===== src/rtl/ram_arbiter_if.sv =====
// rtl/ram_arbiter_if.sv - fetch/data requester and RAM port signals of the RAM arbiter
interface ram_arbiter_if #(
  parameter int CPUS = 2
);
  logic [CPUS-1:0]       iREN;
  logic [CPUS-1:0][31:0] iaddr;
  logic [CPUS-1:0]       iwait;
  logic [CPUS-1:0][31:0] iload;
  logic                  dREN;
  logic                  dWEN;
  logic [31:0]           daddr;
  logic [31:0]           dstore;
  logic                  dwait;
  logic [31:0]           dload;
  logic                  ramREN;
  logic                  ramWEN;
  logic [31:0]           ramaddr;
  logic [31:0]           ramstore;
  logic [31:0]           ramload;
  logic [1:0]            ramstate;

  // master: caches, bus controller and RAM model; slave: the arbiter
  modport master (
    output iREN, iaddr, dREN, dWEN, daddr, dstore, ramload, ramstate,
    input  iwait, iload, dwait, dload, ramREN, ramWEN, ramaddr, ramstore
  );
  modport slave (
    input  iREN, iaddr, dREN, dWEN, daddr, dstore, ramload, ramstate,
    output iwait, iload, dwait, dload, ramREN, ramWEN, ramaddr, ramstore
  );
endinterface


===== src/rtl/ram_arbiter.sv =====
// rtl/ram_arbiter.sv - single RAM port arbiter: data priority, round-robin fetches, starvation guard
module ram_arbiter #(
  parameter int CPUS         = 2,
  parameter int STARVE_LIMIT = 4
) (
  input logic             CLK,
  input logic             nRST,
  ram_arbiter_if.slave    bus
);
  localparam int OW = $clog2(CPUS);
  localparam int SW = $clog2(STARVE_LIMIT + 1);
  localparam logic [OW:0]   CPUS_W  = (OW + 1)'(CPUS);
  localparam logic [SW-1:0] LIMIT_W = SW'(STARVE_LIMIT);
  localparam logic [1:0]    RAM_ACCESS = 2'd2;

  typedef enum logic [1:0] {IDLE, IGNT, DGNT} state_t;

  state_t        state_q, state_d;
  logic [OW-1:0] owner_q, owner_d;
  logic [OW-1:0] rr_ptr_q, rr_ptr_d;
  logic [SW-1:0] starve_cnt_q, starve_cnt_d;

  logic          data_req;
  logic          any_ireq;
  logic          ram_done;
  logic [OW-1:0] rr_pick;
  logic          rr_found;

  // (base + off) mod CPUS; both operands are below CPUS so one subtraction suffices
  function automatic logic [OW-1:0] wrap_add(input logic [OW-1:0] base, input logic [OW:0] off);
    logic [OW:0] s;
    s = {1'b0, base} + off;
    if (s >= CPUS_W) s = s - CPUS_W;
    return s[OW-1:0];
  endfunction

  assign data_req = bus.dREN | bus.dWEN;
  assign any_ireq = |bus.iREN;
  assign ram_done = (bus.ramstate == RAM_ACCESS);

  always_comb begin
    rr_pick  = rr_ptr_q;
    rr_found = 1'b0;
    for (int k = 0; k < CPUS; k++) begin
      if (!rr_found && bus.iREN[wrap_add(rr_ptr_q, (OW + 1)'(k))]) begin
        rr_pick  = wrap_add(rr_ptr_q, (OW + 1)'(k));
        rr_found = 1'b1;
      end
    end
  end

  always_comb begin
    state_d      = state_q;
    owner_d      = owner_q;
    rr_ptr_d     = rr_ptr_q;
    starve_cnt_d = starve_cnt_q;
    case (state_q)
      IDLE: begin
        if (data_req && (!any_ireq || starve_cnt_q < LIMIT_W)) begin
          state_d = DGNT;
        end else if (any_ireq) begin
          state_d = IGNT;
          owner_d = rr_pick;
        end
      end
      IGNT: begin
        if (ram_done) begin
          state_d      = IDLE;
          rr_ptr_d     = wrap_add(owner_q, (OW + 1)'(1));
          starve_cnt_d = '0;
        end else if (!bus.iREN[owner_q]) begin
          state_d = IDLE;
        end
      end
      DGNT: begin
        if (ram_done) begin
          state_d = IDLE;
          // only data completions that overtake a waiting fetch count toward the forced grant
          if (!any_ireq) begin
            starve_cnt_d = '0;
          end else if (starve_cnt_q < LIMIT_W) begin
            starve_cnt_d = starve_cnt_q + SW'(1);
          end
        end else if (!data_req) begin
          state_d = IDLE;
        end
      end
      default: state_d = IDLE;
    endcase
  end

  always_ff @(posedge CLK or negedge nRST) begin
    if (!nRST) begin
      state_q      <= IDLE;
      owner_q      <= '0;
      rr_ptr_q     <= '0;
      starve_cnt_q <= '0;
    end else begin
      state_q      <= state_d;
      owner_q      <= owner_d;
      rr_ptr_q     <= rr_ptr_d;
      starve_cnt_q <= starve_cnt_d;
    end
  end

  // outputs decode from the registered state only, so reset clears them immediately
  always_comb begin
    bus.iwait    = '1;
    bus.iload    = '0;
    bus.dwait    = 1'b1;
    bus.dload    = '0;
    bus.ramREN   = 1'b0;
    bus.ramWEN   = 1'b0;
    bus.ramaddr  = '0;
    bus.ramstore = '0;
    case (state_q)
      IGNT: begin
        bus.ramREN         = 1'b1;
        bus.ramaddr        = bus.iaddr[owner_q];
        bus.iwait[owner_q] = !ram_done;
        bus.iload[owner_q] = bus.ramload;
      end
      DGNT: begin
        bus.ramWEN   = bus.dWEN;
        bus.ramREN   = bus.dREN & ~bus.dWEN;
        bus.ramaddr  = bus.daddr;
        bus.ramstore = bus.dWEN ? bus.dstore : 32'd0;
        bus.dwait    = !ram_done;
        bus.dload    = bus.ramload;
      end
      default: ;
    endcase
  end
endmodule


===== src/flat_wrapper.sv =====
// flat-port wrapper written by rule: the top's interface ports become plain ports
module ram_arbiter_flat 
#(
  parameter int CPUS         = 2,
  parameter int STARVE_LIMIT = 4
)
  (CLK, nRST, bus_iREN, bus_iaddr, bus_dREN, bus_dWEN, bus_daddr, bus_dstore, bus_ramload, bus_ramstate, bus_iwait, bus_iload, bus_dwait, bus_dload, bus_ramREN, bus_ramWEN, bus_ramaddr, bus_ramstore);
  ram_arbiter_if #(.CPUS(CPUS)) bus_i ();
  input logic CLK;
  input logic nRST;
  input wire logic [$bits(bus_i.iREN)-1:0] bus_iREN;
  input wire logic [$bits(bus_i.iaddr)-1:0] bus_iaddr;
  input wire logic [$bits(bus_i.dREN)-1:0] bus_dREN;
  input wire logic [$bits(bus_i.dWEN)-1:0] bus_dWEN;
  input wire logic [$bits(bus_i.daddr)-1:0] bus_daddr;
  input wire logic [$bits(bus_i.dstore)-1:0] bus_dstore;
  input wire logic [$bits(bus_i.ramload)-1:0] bus_ramload;
  input wire logic [$bits(bus_i.ramstate)-1:0] bus_ramstate;
  output wire logic [$bits(bus_i.iwait)-1:0] bus_iwait;
  output wire logic [$bits(bus_i.iload)-1:0] bus_iload;
  output wire logic [$bits(bus_i.dwait)-1:0] bus_dwait;
  output wire logic [$bits(bus_i.dload)-1:0] bus_dload;
  output wire logic [$bits(bus_i.ramREN)-1:0] bus_ramREN;
  output wire logic [$bits(bus_i.ramWEN)-1:0] bus_ramWEN;
  output wire logic [$bits(bus_i.ramaddr)-1:0] bus_ramaddr;
  output wire logic [$bits(bus_i.ramstore)-1:0] bus_ramstore;
  assign bus_i.iREN = bus_iREN;
  assign bus_i.iaddr = bus_iaddr;
  assign bus_i.dREN = bus_dREN;
  assign bus_i.dWEN = bus_dWEN;
  assign bus_i.daddr = bus_daddr;
  assign bus_i.dstore = bus_dstore;
  assign bus_i.ramload = bus_ramload;
  assign bus_i.ramstate = bus_ramstate;
  assign bus_iwait = bus_i.iwait;
  assign bus_iload = bus_i.iload;
  assign bus_dwait = bus_i.dwait;
  assign bus_dload = bus_i.dload;
  assign bus_ramREN = bus_i.ramREN;
  assign bus_ramWEN = bus_i.ramWEN;
  assign bus_ramaddr = bus_i.ramaddr;
  assign bus_ramstore = bus_i.ramstore;
  ram_arbiter #(.CPUS(CPUS), .STARVE_LIMIT(STARVE_LIMIT)) u_core (.CLK(CLK), .nRST(nRST), .bus(bus_i));
endmodule

===== config.mk =====
export PLATFORM = sky130hd
export DESIGN_NAME = ram_arbiter_flat
export DESIGN_NICKNAME = d
export VERILOG_FILES = /design/src/rtl/ram_arbiter_if.sv /design/src/rtl/ram_arbiter.sv /design/src/flat_wrapper.sv
export SDC_FILE = /design/constraint.sdc
export NUM_CORES = 1
export LEC_CHECK = 0
export BUFFER_PORTS_ARGS = -buffer_cell sky130_fd_sc_hd__buf_4
export CAP_MARGIN = 10
export CORE_AREA = 2 2 130 132
export CTS_CLUSTER_SIZE = 10
export DETAILED_ROUTE_END_ITERATION = 10
export DIE_AREA = 0 0 132 134
export HOLD_SLACK_MARGIN = 0.08
export SLEW_MARGIN = 15
export SYNTH_ARGS = -nofsm -noshare
export SYNTH_HDL_FRONTEND = slang
export SYNTH_SLANG_ARGS = --single-unit

===== constraint.sdc =====
create_clock -name CLK -period 3.1 [get_ports CLK]
set_input_delay 0.465 -clock CLK [delete_from_list [all_inputs] [get_ports CLK]]
set_output_delay 0.465 -clock CLK [all_outputs]
set_load 0.03 [all_outputs]

; Yosys cells after proc, flatten, opt, wreduce, memory -nomap -nowiden
; Index checks and enable logic that the tools add are counted.
[classes]
n_addsub = 6
order_cmp = 8
n_eq_ne = 9
muxes = 39
n_bitwise = 7
reduce_logical = 14
[op_table]
columns = op, count
row1 = 32-bit two-way mux, 6
row2 = 64-bit bitwise AND, 1
row3 = 64-bit two-way mux, 1
row4 = 32-bit case mux with 2 select lines, 1
row5 = 32-bit demux with 1-bit select, 1
row6 = 1-bit two-way mux, 15
row7 = 2-bit two-way mux, 7
row8 = 3-bit two-way mux, 4
row9 = "1-bit by 2-bit less-than comparator with 1-bit output, second input constant", 3
row10 = "3-bit inequality test, second input constant", 2
row11 = 2-bit case mux with 3 select lines, 1
row12 = 3-bit case mux with 2 select lines, 1
row13 = 3-bit AND reduction, 2
row14 = "1-bit by 1-bit adder with 2-bit output, second input constant", 2
row15 = "2-bit equality test, second input constant", 2
row16 = "2-bit >= comparator, second input constant", 2
row17 = "2-bit by 1-bit inequality test with 1-bit output, second input constant", 2
row18 = 4-bit AND reduction, 1
row19 = "3-bit by 1-bit adder with 3-bit output, second input constant", 1
row20 = 1-bit logical AND, 3
row21 = 1-bit logical NOT, 3
row22 = "3-bit less-than comparator, second input constant", 1
row23 = "3-bit by 1-bit inequality test with 1-bit output, second input constant", 1
row24 = "3-bit by 2-bit inequality test with 1-bit output, second input constant", 1
row25 = 16 further kinds, 19
[totals]
regBits = 7
in_bits = 168
elab_cells = 87

; Depth between registers and ports, before layout
; Gate-level depths: netlist of the first run.
[depth]
ltp_word = 8
depth_mapped = 7

; Worst setup path before layout of the first run
; Ideal clock, no wire load.
[synth_path]
kind = register to output
from = register u_core.state_q[0]
to = output port bus_ramaddr[0]
t_arrival_ns = 1.625
required_time_ns = 2.635
setup_slack_ns = 1.010
stages_incl_launch_ff = 7
path_buffers = 2
cell_sequence = dfrtp_1 -> inv_1 -> ha_1 -> clkbuf_1 -> clkbuf_1 -> a22oi_1 -> nor2b_1
[synth_between]
elab_chain_len = 2
word_cells_on_any_way = 3
classes_between = eq/ne (2) / mux (1)
[synth_rtl]
columns = item, line_no
row1 = start: declaration, ram_arbiter.sv:18  ; state_t state_q, state_d;
row2 = start signal: assignment, ram_arbiter.sv:99  ; state_q <= state_d;
row3 = 2-bit equality test or 2-bit by 1-bit equality test with 1-bit output (tied branches), ram_arbiter.sv:116  ; case (state_q)
row4 = 32-bit case mux with 2 select lines *, ram_arbiter.sv:116
row5 = end: declaration, flat_wrapper.sv:25  ; output wire logic [$bits(bus_i.ramaddr)-1:0] bus_ramaddr;
; Mark *: on every way between the ends. The rest lies on a longest branch, timed or not.

; Worst setup path after layout of the first run
[layout_path]
from = register u_core.owner_q
to = output port bus_ramaddr[26]
[layout_between]
elab_chain_len = 3
[layout_rtl]
columns = item, line_no
row1 = start: declaration, ram_arbiter.sv:19  ; logic [OW-1:0] owner_q, owner_d;
row2 = start signal: assignment, ram_arbiter.sv:100  ; owner_q <= owner_d;
row3 = 32-bit two-way mux (not written as such) (2 in a row), ram_arbiter.sv:119  ; bus.ramaddr = bus.iaddr[owner_q];
row4 = 32-bit case mux with 2 select lines, ram_arbiter.sv:116
; No other way between the ends. The select of a mux whose other input is x is not followed.

==> out/qor.txt, run 1 <==
Gate Count Post-Synth = 323
Setup Skew = 0.000103 ns
CP Launch Type = register
Num CTS Buffers = 3
antenna cells = 0
number of post-CTS setup repair buffers = 0
Gates resized, CTS repair = 0
Fin. Hold Viols = 0
Max-cap violations = 0
CTS clk-pin slew, worst paths = 0.03 ns
Critical Setup Path Class = register to output port
H-Tree Level Count = 1
fillers = 1,754
CTS tree = built
Reg2Reg Capture Point = u_core.starve_cnt_q[2]$_DFFE_PN0P_
WHS = 0.469 ns
clk buf depth = 2
WL/cell = 15.1 um
Setup crit end kind = output port
Initial Utilization = 14.2%
LEAKAGE = 2.81 nW
Hold Path End = u_core.owner_q$_DFFE_PN0P_
setup violators final = 0
gr usage total = 12.9%
via count of the first global-routing pass = 3,289
WL final = 12.9 mm
worst hold path class = primary input to register
syn_nets = 496
Mean Syn Cell Area = 7.16 um2
gpl congestion = 0.795
largest net degree at the start of global routing = 73
top-area cell type share of the netlist area = 17.6%
die footprint = 17,700 um2
core area = 16,300 um2
first-pass GRT wire length = 18.5 mm
area delta synth->final = 121%
Die X = 132 um
placed cell areas = 5020 um2
GRT overflow = 0
r2r setup slk = 1.11 ns
Yosys cell types = 36
fin crit share = 84.5%
reg2reg path depth = 7
EDFF count, synth = 0
Required @ worst endpoint = 2.63 ns
ys flop type = dfrtp_1
worst-path maximum fanout = 28
most frequent cells in the layout = 339 x buf_4, 65 x and3_1, 65 x and2_1
status = finished clean
Synth Register Bits = 7
1st-pass router iterations = 4
num ports = 333
Worst EP arrival = 2.16 ns
fin area = 5100 um2
PwrDens = 726 nW/um2
row count = 47
Max-slew headroom = 53.3%
Routed Antenna Nets = 0
Hold Path Stages = 2
top cells by area, synth = and2_1 18%, and3_1 18%, mux2_2 16%
peak supply drop = 0.647 mV
Sum Neg Setup Slack = 0 ns
chip height = 134 um
antenna violations before repair = 0
Worst Tran Pin Value = 0.700 ns
FF-to-FF Start = u_core.state_q[0]$_DFFE_PN0P_
commonest non-fill, non-tap cell in the layout = buf_4
Finished Core Util = 31.3%
Post-Syn Area = 2310 um2
residual DRC count = 0
PortBufs = 332
CTS Sinks = 7
fmax = 382 MHz
Min-Delay Startpoint = bus_iREN[0]
minimum clock period = 2.62 ns
YS warnings = 0
post-synthesis sequential area ratio = 7.58%
clk_lat worst skew = 0.23 ns
Vias/cell = 4.11
area leader, netlist = and2_1
proportion of layout cells with a drive suffix above 1 = 61.2%
Synth async-reset ratio = 100%
Post-DP HPWL = 10.4 mm
Vias = 3,503
1st-iter DRT viols = 125
clock root buffer = clkbuf_16
RSZ-0062 raised after global routing = false
cts hold-fix bufs = 1
nets@finish = 806
Max Transition Viols Final = 0
==> per-stage QoR <==
stage          total power, mW  setup slack [ns]  cells
2_1_floorplan             2.31              1.01    323
6_report                  3.71             0.479    852
5_1_grt                   3.93             0.357    852
3_5_place_dp              3.51             0.682    847
4_1_cts                   3.74             0.438    852
3_3_place_gp              3.52             0.722    847
==> registers in the layout, summed over array words and instances, names as in the netlist <==
signal	cells
u_core.starve_cnt_q	3
u_core.state_q	2
u_core.owner_q	1
u_core.rr_ptr_q	1
==> how the worst max path moves through the flow <==
stage / cells after the start / endpoint / start
6_report: 5 / bus_ramaddr[26] / u_core.owner_q$_DFFE_PN0P_
5_1_grt: 5 / bus_ramaddr[16] / u_core.owner_q$_DFFE_PN0P_
4_1_cts: 5 / bus_ramaddr[26] / u_core.owner_q$_DFFE_PN0P_
3_5_place_dp: 5 / bus_ramaddr[26] / u_core.owner_q$_DFFE_PN0P_
3_3_place_gp: 5 / bus_ramaddr[26] / u_core.owner_q$_DFFE_PN0P_
2_1_floorplan: 6 / bus_ramaddr[0] / u_core.state_q[0]$_DFFE_PN0P_
==> metal layers <==
| metal | track usage (%) | vias up | share of wire (%) |
|---|---|---|---|
| met5 | 0 | - | 0 |
| met4 | 2.54 | 0 | 0.94 |
| met3 | 2.19 | 12 | 6.0 |
| met2 | 24.2 | 140 | 53 |
| met1 | 15.6 | 1598 | 40 |
| li1 | - | 1753 | - |
==> cell families (layout without fill, tap and decap cells) <==
family | count (synthesis) | in the layout | synth area share, %
compound gates | 53 | 53 | 17.0
fa+ha+maj | 5 | 5 | 2.71
buf+inv | 40 | 349 | 7.52
flops | 7 | 7 | 7.58
mux | 33 | 33 | 16.2
simple gates | 185 | 185 | 49.0
==> cell usage after synthesis (2+ instances only) <==
library cell	number
nand2_1	10
and2_1	65
buf_2	7
nand3_1	2
ha_1	5
o21ai_0	6
dfrtp_1	7
and3_1	65
inv_1	3
clkbuf_1	27
nor2b_1	32
mux2_2	32
a22oi_1	32
nor2_1	4
a21oi_1	4
buf_6	2
==> critical path, stage by stage, from the launching register on <==
cell and delay [ns]:
dfrtp_2 0.81, buf_4 0.36, mux2_2 0.36, a22oi_1 0.15, nor2b_1 0.07, buf_4 0.17
==> report_power, final <==
group | total, mW | switching, mW | internal (mW)
sequential | 0.220 | 0.0961 | 0.124
combinational | 3.27 | 1.90 | 1.37
clock | 0.216 | 0.0451 | 0.171
==> final cells by class <==
cell class / instances / area (um2) / share of cell area (%)
flip-flops and latches: 7 / 176 / 3.46
inverters: 3 / 11.3 / 0.221
repair buffers: 342 / 2590 / 50.8
multi-input cells: 276 / 1970 / 38.6
clock buffers: 4 / 78.8 / 1.54
well taps: 220 / 275 / 5.39
Note: power is estimated with default switching activity, not from simulation.
==> run 2: changes to the inputs <==
==> constraint.sdc (replaced) <==
create_clock -name CLK -period 2.42 [get_ports CLK]
set_input_delay 0.363 -clock CLK [delete_from_list [all_inputs] [get_ports CLK]]
set_output_delay 0.363 -clock CLK [all_outputs]
set_load 0.03 [all_outputs]
==> run 2 against run 1 <==
Against the previous run: final cell count unchanged; sequential share of layout area hardly changed; combinational power grew 31%; global-route usage is 0.49 points higher; setup slack got worse by 0.25 ns; critical path depth increased by 1; die area stayed put; critical endpoint is now bus_ramaddr[28]; largest cell class unchanged; largest power group unchanged.
==> out/qor.txt, run 2 (synthesis results as in run 1) <==
PwrDens = 936 nW/um2 (+29%)
Max Transition Viols Final = 0 (unchanged)
Routed Antenna Nets = 0 (unchanged)
Worst Tran Pin Value = 0.425 ns (-0.276 ns)
Largest register FFs = 3 (unchanged)
Setup Skew = 0.00342 ns (+0.00331 ns)
via count of the first global-routing pass = 3,300 (+0.33%)
row count = 47 (unchanged)
Max-slew headroom = 71.7% (+18 points)
clk buf depth = 2 (unchanged)
Gates resized, CTS repair = 0 (unchanged)
Required @ worst endpoint = 2.06 ns (-0.57 ns)
cts hold-fix bufs = 1 (unchanged)
area delta synth->final = 121%
Max-cap violations = 0 (unchanged)
1st-pass router iterations = 4 (unchanged)
Num CTS Buffers = 3 (unchanged)
CTS clk-pin slew, worst paths = 0.04 ns (about the same)
Post-DP HPWL = 10.8 mm (+3.7%)
Worst EP arrival = 1.82 ns (-0.34 ns)
antenna cells = 0 (unchanged)
CTS Sinks = 7 (unchanged)
RSZ-0062 raised after global routing = false
clock root buffer = clkbuf_16
Die X = 132 um (unchanged)
residual DRC count = 0 (unchanged)
WL/cell = 15.7 um (+3.4%)
antenna violations before repair = 0 (unchanged)
largest net degree at the start of global routing = 63 (-14%)
Setup crit end kind = output port
PortBufs = 332 (unchanged)
proportion of layout cells with a drive suffix above 1 = 61.4% (+0.16 points)
total power = 4.79 mW (+29%)
peak supply drop = 0.417 mV (-36%)
Critical Setup Path Class = register to output port
worst hold path class = primary input to register
die footprint = 17,700 um2 (unchanged)
core area = 16,300 um2 (unchanged)
fin crit share = 90.4%
num ports = 333 (unchanged)
Initial Utilization = 14.2% (unchanged)
nets@finish = 806 (unchanged)
GRT overflow = 0 (unchanged)
most frequent cells in the layout = 338 x buf_4, 65 x and3_1, 65 x and2_1
worst-path maximum fanout = 62 (+120%)
Biggest register = u_core.starve_cnt_q
Sum Neg Setup Slack = 0 ns (unchanged)
commonest non-fill, non-tap cell in the layout = buf_4
Fin. Hold Viols = 0 (unchanged)
CTS tree = built
gpl congestion = 0.837 (+5.3%)
gr usage total = 13.4% (+0.49 points)
minimum clock period = 2.19 ns
1st-iter DRT viols = 160 (+28%)
setup violators final = 0 (unchanged)
H-Tree Level Count = 1 (unchanged)
WL final = 13.3 mm (+3.4%)
status = finished clean
chip height = 134 um (unchanged)
Vias/cell = 4.15 (+0.88%)
clk_lat worst skew = 0.24 ns (about the same)
biggest regs = u_core.starve_cnt_q x3, u_core.state_q x2
number of post-CTS setup repair buffers = 0 (unchanged)
Vias = 3,534 (+0.88%)
fmax = 457 MHz
LEAKAGE = 2.82 nW (+0.30%)
first-pass GRT wire length = 19.4 mm (+4.4%)
CP Launch Type = register
-- run 2: changes by cell type in the layout (fill, tap and decap cells not counted) --
cell / before / now
clkinv_2: 0 / 1
buf_12: 2 / 3
clkbuf_1: 1 / 0
buf_4: 339 / 338
-- run 2: path summary, 6_finish.rpt --
kind / start / endpoint / slack (ns) / cells past startpoint
max: u_core.state_q[0]$_DFFE_PN0P_ / bus_ramaddr[28] / 0.23 / 6
min: bus_iREN[0] / u_core.owner_q$_DFFE_PN0P_ / 0.36 / 2
max reg2reg: u_core.state_q[1]$_DFFE_PN0P_ / u_core.starve_cnt_q[2]$_DFFE_PN0P_ / 0.56 / 7
min reg2reg: u_core.starve_cnt_q[1]$_DFFE_PN0P_ / u_core.starve_cnt_q[1]$_DFFE_PN0P_ / 0.51 / 1
max in group asynchronous: nRST / u_core.owner_q$_DFFE_PN0P_ / 1.80 / 2
min in group asynchronous: nRST / u_core.starve_cnt_q[2]$_DFFE_PN0P_ / 0.47 / 2
-- run 2: per-stage QoR --
step | utilization, % | instance area [um2] | std cells | hold slack [ns] | setup WS (ns)
CTS | 31.4 | 5120 | 852 | 0.364 | 0.220
global placement | 30.9 | 5030 | 847 | 0.188 | 0.519
global route | 31.4 | 5120 | 852 | 0.372 | 0.0791
finish | 31.4 | 5120 | 852 | 0.362 | 0.233
floorplan | - | 2310 | 323 | 0.0674 | 0.432
detailed placement | 30.9 | 5030 | 847 | 0.189 | 0.480
-- run 2: final cells by class --
cell class	instances	area, um2
multi-input combinational	276	1970
clock buffer	3	75.1
tap	220	275
timing repair buffer	342	2610
fill	1771	11200
clock inverter	1	5.00
sequential	7	176
inverter	3	11.3
-- run 2: power breakdown --
part	switching, mW	internal, mW	total, mW
Combinational	2.51	1.77	4.29
Clock	0.0710	0.217	0.288
Sequential	0.0554	0.160	0.215
Total	2.64	2.15	4.79
-- run 2: routing by layer --
layer / GRT usage, % / share of wire [%] / up-vias / wire, um
li1: - / - / 1755 / -
met1: 17.0 / 42 / 1631 / 5580
met2: 24.7 / 52 / 141 / 6950
met3: 1.66 / 5.6 / 7 / 752
met4: 2.17 / 0.53 / 0 / 71
met5: 0 / 0 / - / 0
-- run 2: critical path, stage by stage, from the launching register on --
cell and delay [ns]:
dfrtp_1 0.37, inv_1 0.12, ha_2 0.31, buf_12 0.26, a22oi_1 0.14, nor2b_1 0.16, buf_4 0.18
==> run 3: changes to the inputs <==
--- a/config.mk
+++ b/config.mk
@@ -12,6 +12,7 @@
 export DETAILED_ROUTE_END_ITERATION = 10
 export DIE_AREA = 0 0 132 134
 export HOLD_SLACK_MARGIN = 0.08
+export REMOVE_ABC_BUFFERS = 1
 export SLEW_MARGIN = 15
 export SYNTH_ARGS = -nofsm -noshare
 export SYNTH_HDL_FRONTEND = slang
==> run 3 against run 2 <==
Against the previous run: critical path depth is the same; die area is the same; clock skew grew 0.0012 ns; maximum frequency grew 2.8%; count of clock-buffer cells in the layout is the same; first-iteration DRC count shrank 13%; final area shrank 0.49%; non-clock buffer count is the same; utilization shrank 0.15 points; global-route usage shrank 1.1 points; power shrank 2.0%; largest cell class unchanged.
==> out/qor.txt, run 3 (synthesis results as in run 1) <==
status = finished clean
1st-iter DRT viols = 140 (-13%)
Sequential Power Share = 4.0% (-0.5 points)
Fin. Hold Viols = 0 (unchanged)
peak supply drop = 0.509 mV (+22%)
antenna violations before repair = 0 (unchanged)
clk_lat worst skew = 0.23 ns (about the same)
die footprint = 17,700 um2 (unchanged)
Worst Setup SP = u_core.state_q[1]$_DFFE_PN0P_
Setup crit end kind = output port
CTS tree = built
worst-path maximum fanout = 46 (-26%)
CTS Sinks = 7 (unchanged)
Setup Skew = 0.00460 ns (+0.00119 ns)
Max-slew headroom = 72.1% (+0.43 points)
sw power = 2.60 mW (-1.5%)
Initial Utilization = 14.2% (unchanged)
PwrDens = 922 nW/um2 (-1.5%)
Vias = 3,454 (-2.3%)
minimum clock period = 2.13 ns (-0.0606 ns)
area delta synth->final = 120%
chip height = 134 um (unchanged)
GRT overflow = 0 (unchanged)
first-pass GRT wire length = 17.9 mm (-7.7%)
WL final = 12.3 mm (-7.7%)
nets@finish = 806 (unchanged)
Biggest register = u_core.starve_cnt_q
fin crit share = 87.9% (-2.5 points)
setup violators final = 0 (unchanged)
biggest regs = u_core.starve_cnt_q x3, u_core.state_q x2
Worst EP arrival = 1.76 ns (-0.06 ns)
row count = 47 (unchanged)
Vias/cell = 4.05 (-2.3%)
Max-cap violations = 0 (unchanged)
FF-to-FF Start = u_core.state_q[1]$_DFFE_PN0P_
core area = 16,300 um2 (unchanged)
Routed Antenna Nets = 0 (unchanged)
PortBufs = 332 (unchanged)
fin area = 5090 um2 (-0.49%)
RSZ-0062 raised after global routing = false
most frequent cells in the layout = 340 x buf_4, 65 x and3_1, 65 x and2_1
reg2reg path depth = 7 (unchanged)
Largest register FFs = 3 (unchanged)
internal power = 2.09 mW (-2.6%)
Logic pwr share = 89.9% (+0.4 points)
antenna cells = 0 (unchanged)
clock root buffer = clkbuf_16
placed cell areas = 5000 um2 (-0.50%)
crit path to = bus_ramaddr[23]
proportion of layout cells with a drive suffix above 1 = 61.4% (unchanged)
Max Transition Viols Final = 0 (unchanged)
H-Tree Level Count = 1 (unchanged)
num ports = 333 (unchanged)
Post-DP HPWL = 10.0 mm (-6.8%)
clock power share = 6.1% (about the same)
Required @ worst endpoint = 2.06 ns (about the same)
CTS clk-pin slew, worst paths = 0.04 ns (about the same)
WHS = 0.345 ns (-0.0172 ns)
Die X = 132 um (unchanged)
clk buf depth = 2 (unchanged)
residual DRC count = 0 (unchanged)
r2r setup slk = 0.62 ns (+0.06 ns)
via count of the first global-routing pass = 3,301 (+0.030%)
Switching Fraction = 55.4% (+0.29 points)
largest net degree at the start of global routing = 70 (+11%)
Reg2Reg Capture Point = u_core.starve_cnt_q[2]$_DFFE_PN0P_
gpl congestion = 0.797 (-4.8%)
Num CTS Buffers = 3 (unchanged)
Critical Setup Path Class = register to output port
LEAKAGE = 2.81 nW (-0.30%)
WL/cell = 14.5 um (-7.7%)
Worst Tran Pin Value = 0.418 ns (-0.00649 ns)
fmax = 470 MHz (+2.8%)
CP Launch Type = register
worst hold path class = primary input to register
gr usage total = 12.4% (-1.1 points)
Sum Neg Setup Slack = 0 ns (unchanged)
1st-pass router iterations = 4 (unchanged)
commonest non-fill, non-tap cell in the layout = buf_4
number of post-CTS setup repair buffers = 0 (unchanged)
==> run 3: cell counts in the layout (fill, tap and decap cells not counted) <==
No cell type changed its count.
==> run 3: final cells by class <==
| cell class | instances | area [um2] |
|---|---|---|
| inverters | 3 | 11.3 |
| clock buffers | 3 | 75.1 |
| multi-input cells | 276 | 1970 |
| well taps | 220 | 275 |
| clock inverters | 1 | 5.00 |
| flip-flops and latches | 7 | 176 |
| repair buffers | 342 | 2580 |
| fillers | 1765 | 11200 |
==> run 3: per-stage QoR <==
| stage | utilization [%] | worst slack, ns | cells | power, mW |
|---|---|---|---|---|
| 6_report | 31.3 | 0.293 | 852 | 4.70 |
| 5_1_grt | 31.3 | 0.173 | 852 | 4.99 |
| 4_1_cts | 31.3 | 0.298 | 852 | 4.75 |
| 3_5_place_dp | 30.7 | 0.546 | 847 | 4.45 |
| 3_3_place_gp | 30.7 | 0.560 | 847 | 4.45 |
| 2_1_floorplan | - | -0.459 | 286 | 2.80 |
==> run 3: how the worst min path moves through the flow <==
stage	from	end	slack, ns	cells after the start
floorplan	nRST	u_core.owner_q$_DFFE_PN0P_	0.07	0
global placement	nRST	u_core.starve_cnt_q[1]$_DFFE_PN0P_	0.18	1
detailed placement	nRST	u_core.starve_cnt_q[1]$_DFFE_PN0P_	0.19	1
CTS	bus_iREN[0]	u_core.owner_q$_DFFE_PN0P_	0.34	2
global route	bus_iREN[0]	u_core.owner_q$_DFFE_PN0P_	0.36	2
finish	bus_iREN[0]	u_core.owner_q$_DFFE_PN0P_	0.34	2
==> run 3: per-layer routing <==
| layer | track usage, % | wire length [um] |
|---|---|---|
| met1 | 15.1 | 4950 |
| met3 | 2.83 | 1100 |
| met2 | 22.5 | 6150 |
| met5 | 0 | 0 |
| met4 | 1.93 | 119 |
==> run 3: timing repair <==
| item | CTS | global route |
|---|---|---|
| hold buffers | 1 | 0 |
| endpoints found under the hold margin | 7 | 0 |
| resized for setup | 0 | 0 |
| endpoints found under the setup margin | 0 | 0 |
==> run 3: power by group through the flow <==
stage,Sequential (mW),Clock [mW],Combinational (mW)
6_report,0.189,0.285,4.22
2_1_floorplan,0.291,0,2.51
4_1_cts,0.190,0.290,4.27
5_1_grt,0.197,0.294,4.50
3_5_place_dp,0.191,0,4.25
3_3_place_gp,0.186,0,4.26
==> run 3: critical path, cell delays in order (launching register included) <==
cell     delay (ns)
dfrtp_1        0.42
inv_1          0.10
ha_2           0.18
buf_4          0.36
a22oi_1        0.13
nor2b_1        0.14
buf_4          0.17
